--- src/rtl/fetch_unit.sv ---
// fetch_unit -- instruction fetch stage for a phase-sequenced controller.
//
// A fetch is issued on the IF strobe and then waits for the memory
// handshake. The PC is advanced or redirected on the WB strobe.
//
// Ports:
//   clk            clock; all state updates on the rising edge
//   reset          synchronous, active-high
//   if_stb         IF phase strobe; issues a fetch when idle
//   wb_stb         WB phase strobe; advances or redirects pc when idle
//   branch_taken   selects branch_target as the next pc at WB
//   branch_target  redirect address
//   imem_req       instruction memory request
//   imem_addr      fetch address (zero when no request)
//   imem_ack       memory response valid (ignored without imem_req)
//   imem_rdata     fetched word, valid with imem_ack
//   pc             current pc
//   npc            pc + 4, combinational
//   ir             instruction register
//   ir_valid       ir holds the word fetched for the current pc
//   fetch_busy     fetch outstanding
//   fetch_err      sticky protocol error flag (cleared only by reset)
//   misalign       misaligned-fetch flag
//
// Build option FETCH_ALIGN_CHECK_EN:
//   defined   -- if_stb with pc[1:0] != 0 issues no request, loads NOP_WORD
//                into ir and raises misalign until the next aligned if_stb.
//   undefined -- imem_addr[1:0] is forced to zero and misalign is tied low.
//
// state | meaning
// ------+-----------------------------------------------
// IDLE  | no fetch outstanding; if_stb may issue one
// WAIT  | request held on imem_req until imem_ack

module fetch_unit #(
  parameter logic [31:0] RESET_PC = 32'h0000_0000,
  parameter logic [31:0] NOP_WORD = 32'h0000_0000
) (
  input  logic        clk,
  input  logic        reset,
  input  logic        if_stb,
  input  logic        wb_stb,
  input  logic        branch_taken,
  input  logic [31:0] branch_target,
  output logic        imem_req,
  output logic [31:0] imem_addr,
  input  logic        imem_ack,
  input  logic [31:0] imem_rdata,
  output logic [31:0] pc,
  output logic [31:0] npc,
  output logic [31:0] ir,
  output logic        ir_valid,
  output logic        fetch_busy,
  output logic        fetch_err,
  output logic        misalign
);

  localparam logic [0:0] ST_IDLE = 1'b0;
  localparam logic [0:0] ST_WAIT = 1'b1;

  logic [0:0]  state;
  logic [31:0] pc_q;
  logic [31:0] addr_q;
  logic [31:0] ir_q;
  logic        ir_valid_q;
  logic        fetch_err_q;
  logic        aligned;
  logic [31:0] fetch_addr;
  logic        issue;
  logic        done;

`ifdef FETCH_ALIGN_CHECK_EN
  logic misalign_q;
  assign aligned    = (pc_q[1:0] == 2'b00);
  assign fetch_addr = pc_q;
  assign misalign   = misalign_q;
`else
  assign aligned    = 1'b1;
  assign fetch_addr = {pc_q[31:2], 2'b00};
  assign misalign   = 1'b0;
`endif

  // Reset gates the request in the same cycle so a fetch is never
  // presented while the unit is being reset.
  assign issue    = !reset && (state == ST_IDLE) && if_stb && aligned;
  assign imem_req = issue || (!reset && (state == ST_WAIT));
  // In WAIT the address comes from the issue-time copy: a WB in the issue
  // cycle may already have moved pc.
  assign imem_addr = !imem_req ? 32'h0000_0000 :
                     (state == ST_WAIT) ? addr_q : fetch_addr;
  assign done      = imem_req && imem_ack;

  assign pc         = pc_q;
  assign npc        = pc_q + 32'd4;
  assign ir         = ir_q;
  assign ir_valid   = ir_valid_q;
  assign fetch_busy = (state == ST_WAIT);
  assign fetch_err  = fetch_err_q;

  always_ff @(posedge clk) begin
    if (reset) begin
      state       <= ST_IDLE;
      pc_q        <= RESET_PC;
      addr_q      <= 32'h0000_0000;
      ir_q        <= NOP_WORD;
      ir_valid_q  <= 1'b0;
      fetch_err_q <= 1'b0;
`ifdef FETCH_ALIGN_CHECK_EN
      misalign_q  <= 1'b0;
`endif
    end else begin
      case (state)
        ST_IDLE: if (issue && !imem_ack) state <= ST_WAIT;
        ST_WAIT: if (imem_ack) state <= ST_IDLE;
        default: state <= ST_IDLE;
      endcase

      if (issue) addr_q <= fetch_addr;

      if (done) begin
        ir_q       <= imem_rdata;
        ir_valid_q <= 1'b1;
      end else if ((state == ST_IDLE) && if_stb) begin
`ifdef FETCH_ALIGN_CHECK_EN
        if (aligned) begin
          ir_valid_q <= 1'b0;
        end else begin
          ir_q       <= NOP_WORD;
          ir_valid_q <= 1'b1;
        end
`else
        ir_valid_q <= 1'b0;
`endif
      end

`ifdef FETCH_ALIGN_CHECK_EN
      if ((state == ST_IDLE) && if_stb) misalign_q <= !aligned;
`endif

      if ((state == ST_WAIT) && (if_stb || wb_stb)) fetch_err_q <= 1'b1;

      if (wb_stb && (state == ST_IDLE))
        pc_q <= branch_taken ? branch_target : npc;
    end
  end

endmodule
--- config.mk ---
export PLATFORM = sky130hd
export DESIGN_NAME = fetch_unit
export DESIGN_NICKNAME = d
export VERILOG_FILES = /design/src/rtl/fetch_unit.sv
export SDC_FILE = /design/constraint.sdc
export NUM_CORES = 1
export LEC_CHECK = 0
export CORE_ASPECT_RATIO = 1.4
export CORE_MARGIN = 4
export CORE_UTILIZATION = 40
export CTS_CLUSTER_SIZE = 40
export DETAILED_ROUTE_END_ITERATION = 12
export HOLD_SLACK_MARGIN = 0.15
export PLACE_DENSITY = 0.77
export SYNTH_ARGS = -nofsm -noshare
export SYNTH_HDL_FRONTEND = slang
export SYNTH_SLANG_ARGS = --single-unit
--- constraint.sdc ---
create_clock -name clk -period 6.7 [get_ports clk]
set_input_delay 1.34 -clock clk [delete_from_list [all_inputs] [get_ports clk]]
set_output_delay 1.34 -clock clk [all_outputs]
set_load 0.01 [all_outputs]
== Word level (Yosys, flattened, before mapping) ==
Cells that the tools add are included.
Word-level totals
  flip-flop bits (word level): 97
  input port bits: 70
  output and inout port bits: 133
  logic and storage cells: 29
Cells by class
  $add $sub $neg: 1
  mux-type cells: 8
  bitwise logic cells: 1
  reduce and logical (&&, ||, !) cells: 13
Operator list (number)
  $mux 32: 3
  $add 32x3->32 const B: 1
  $logic_and 1x1->1: 8
  $mux 1: 4
  $logic_not 1->1: 2
  $logic_or 1x1->1: 2
  $pmux 1 s2: 1
  $reduce_bool 2->1: 1
  $not 1->1: 1

== Logic depth before layout (Yosys ltp) ==
  depth after elaboration: 6
  mapped depth: 10
  gate-level depth less buffers: 6

== Worst setup path before layout ==
OpenSTA, ideal clock, no wires.
  kind: input port to output port
  start point: input reset
  end point: output imem_addr[10]
  arrival time: 2.299 ns
  required time: 5.360 ns
  slack: 3.061 ns
  stages: 5
  path buffers: 3
  path through: clkbuf_1 -> or2_2 -> clkbuf_1 -> clkbuf_1 -> nor2_1
Between the ends
  cells in the longest elaborated chain, start to end: 5
  elaborated cells between the ends (all ways): 6
  those cells by class: 1 x mux; 5 x reduce/logical
Ends and longest elaborated chain
  start, declared: RTL line 40  | input logic reset,
  $logic_not 1->1 (*): RTL line 85, 86
  $logic_and 1x1->1 (2 in series): RTL line 85  | assign issue = !reset && (state == ST_IDLE) && if_stb && aligned;
  $logic_or 1x1->1 (*): RTL line 86  | assign imem_req = issue || (!reset && (state == ST_WAIT));
  $mux 32 (*): RTL line 89  | assign imem_addr = !imem_req ? 32'h0000_0000 :
  end, declared: RTL line 46  | output logic [31:0] imem_addr,
Every way passes the cells marked *; elsewhere a longest branch is shown, timed or not.

== Worst setup path after layout ==
  start point: register pc_q[2], in the netlist pc[2]
  end point: output npc[16]
Between the ends
  cells in the longest elaborated chain, start to end: 1
Ends and longest elaborated chain
  start, declared: RTL line 62  | logic [31:0] pc_q;
  start signal, assigned: RTL line 143  | pc_q <= branch_taken ? branch_target : npc;
  $add 32x3->32: RTL line 94  | assign npc = pc_q + 32'd4;
  end, declared: RTL line 50  | output logic [31:0] npc,
Every way passes these cells.

==> metrics.yaml <==
wirelength_um: 16500
drive_gt1_share_pct: 5.03
drc: 0
finalCriticalPeriod_ns: 4.67
synth.largest_area_cell: "dfxtp_1"
clk_pin_slew_ns: 0.06
first_pass_iters: 8
cts_resized: 0
gr-total-overflow: 0
grt_pass1_wl_um: 25800
status: "completed"
avgViaCountPerCell: 5.51
synth_area_per_cell_sq_um: 8.11
postCtsHoldBufs: 0
setup_tns_ns: 0
fill_cells: 1087
synth_top_area_share_pct: 38.3
row_count: 48
path_cells: "ha_1, nand3_1, nor4_1, and3_1, xor2_1, clkdlybuf4s50_1"
path_max_fanout: 11
post-route-period-util_pct: 69.6
setup_viol: 0
whs_ns: 0.456
cts-root-buf: "clkbuf_16"
postCtsSetupBuffers: 0
fp.coreArea_sq_um: 12400
postSynthCellCount: 626
ys_seq_area_share_pct: 38.3
cpPeakStageDelay_ns: 0.70
rsz0062_at_grt: "no"
die_y_um: 141
finClkSkew_ns: 0.00819
arrival_ns: 3.33
routabilityCongestion: 0.860
die_area_sq_um: 14600
ys_warn_count: 0
worstSetupPathType: "flip-flop to output port"
gr-usage-all-layers_pct: 22.4
synth.area.top_cells: "dfxtp_1 (38%), mux2i_1 (6.9%), a22o_1 (5.7%)"
ant_nets: 0
initial_core_util_pct: 41.0
antenna_found_initial: 0
regArea_sq_um: 1940
io_buffers: 199
wl_met1_um: 6430
clkSinkCount: 97
p_leak_nw: 2.62
area_delta_synth_final_pct: 44.5
multi_input_area_sq_um: 2830
ctsHtreeMaxLevel: 3
yosysMostFrequentCell: "dfxtp_1"
fin_nets: 842
crit_path_top_delay_cell: "nor4_1"
cpLargestDelayFamily: "simple AND/OR/NAND/NOR gates"
clock_latency_ns: 0.34
synth-edff-count: 0
cts_tree: "built"
pre_cts_slack_ns: 1.99
start_kind: "flip-flop"
synth_top_cells_by_count: "dfxtp_1 (97), nand2_1 (63), nor2_1 (59)"
synth_ff_type: "dfxtp_1"
diodes: 0
ys_seq_elements: 97
powerDensity_nw_per_um2: 199
setup_ws_ns: 2.03
met3_length_um: 1300
cp.required_ns: 5.36
endpoint_kind: "output port"
crit_buf_inv: 1
wl_met2_um: 8190
drv_slew: 0
fin_area_sq_um: 7330
io_pins: 203
cts_buffers: 9
drt-initial-drc-count: 174
num_vias: 5101
dp_hpwl_um: 11500
syn_area_sq_um: 5070
cts_max_path_buffers: 2
max_freq_mhz: 214
detail_route.wl_per_cell_um: 17.8
worstMarginPinSlew_ns: 0.980
hold_path.class: "flip-flop to flip-flop"
die_w_um: 103
grt_pass1_vias: 4989
drv_cap: 0
final-hold-violation-count: 0
grt_max_degree: 85
top_layer_used: "met4"
vdd_drop_max_uv: 149
place_area_sq_um: 7010
synth.distinct_cells: 52
relSlewSlack_pct: 34.5
async_flop_share_pct: 0
## layout by cell type, fill, tap and decap left out, types with 2 or more instances in the layout
cell	instances
a21o_1	2
nand2b_1	36
or4_1	4
nor2b_1	3
conb_1	3
a41oi_1	3
o31ai_1	4
buf_4	5
bufinv_16	2
nor3_1	11
o21ai_0	48
mux2i_1	35
a22oi_1	6
nand2_1	63
clkdlybuf4s50_1	197
xor2_1	9
inv_1	8
buf_2	2
and2_1	2
clkinv_2	2
nor2_1	59
a211oi_1	2
nand3b_1	6
nor4_4	2
a31oi_1	13
clkbuf_16	9
nand4_1	9
nand3_1	22
and3_1	10
dfxtp_1	96
a32oi_1	2
a21oi_1	22
a22o_1	33
xnor2_1	19
## final timing paths
| path | slack (ns) | startpoint | depth (start not counted) | end |
|---|---|---|---|---|
| min reg2reg | 0.46 | fetch_err | 2 | fetch_err |
| max | 2.03 | pc[2] | 6 | npc[16] |
| max reg2reg | 3.99 | pc[2] | 6 | pc[22] |
| min | 0.46 | fetch_err | 2 | fetch_err |
## area by class of cell
| class | count | area share [%] |
|---|---|---|
| Timing Repair Buffer | 204 | 27.5 |
| Inverter | 8 | 0.409 |
| Clock buffer | 11 | 3.31 |
| Clock inverter | 5 | 1.07 |
| Multi-Input combinational cell | 451 | 38.6 |
| Sequential cell | 97 | 26.5 |
| Tap cell | 150 | 2.56 |
## worst min-delay path: stages (launching register included)
cell and delay [ns]:
dfxtp_1 0.31, inv_1 0.05, a21oi_1 0.05
## metrics by stage
step	util, %	total power [mW]	std cells
finish	59.3	1.46	926
global placement	56.7	0.913	910
floorplan	-	0.772	628
global route	59.3	1.53	926
detailed placement	56.7	0.918	910
CTS	59.3	1.47	926
## power breakdown
group | switching (mW) | total [mW] | internal [mW]
registers | 0.0370 | 0.642 | 0.605
clock network | 0.219 | 0.556 | 0.337
logic | 0.119 | 0.263 | 0.144
total | 0.375 | 1.46 | 1.09
## flip-flops by register name, indices dropped and copies added, names as in the netlist
register / count
pc: 32
fetch_err: 1
addr_q: 30
ir_valid: 1
fetch_busy: 1
ir: 32
## logic make-up (layout without fill, tap and decap cells)
group                      after synthesis  in the layout  share of synthesized area, %
adders and majority gates                1              1                         0.247
buffers and inverters                   80            228                          6.56
AOI/OAI and AO/OA                      143            143                          18.6
other                                    1              3                        0.0739
muxes                                   36             36                          7.13
xor gates and xnor gates                28             28                          4.83
and+or+nand+nor                        240            240                          24.3
DFF                                     97             97                          38.3
## per-layer routing
metal / up-vias / track usage [%]
met2: 232 / 38.3
li1: 2459 / -
met1: 2374 / 27.0
met4: 0 / 9.35
met5: - / 0
met3: 36 / 4.23
Note: power is estimated with default switching activity, not from simulation.
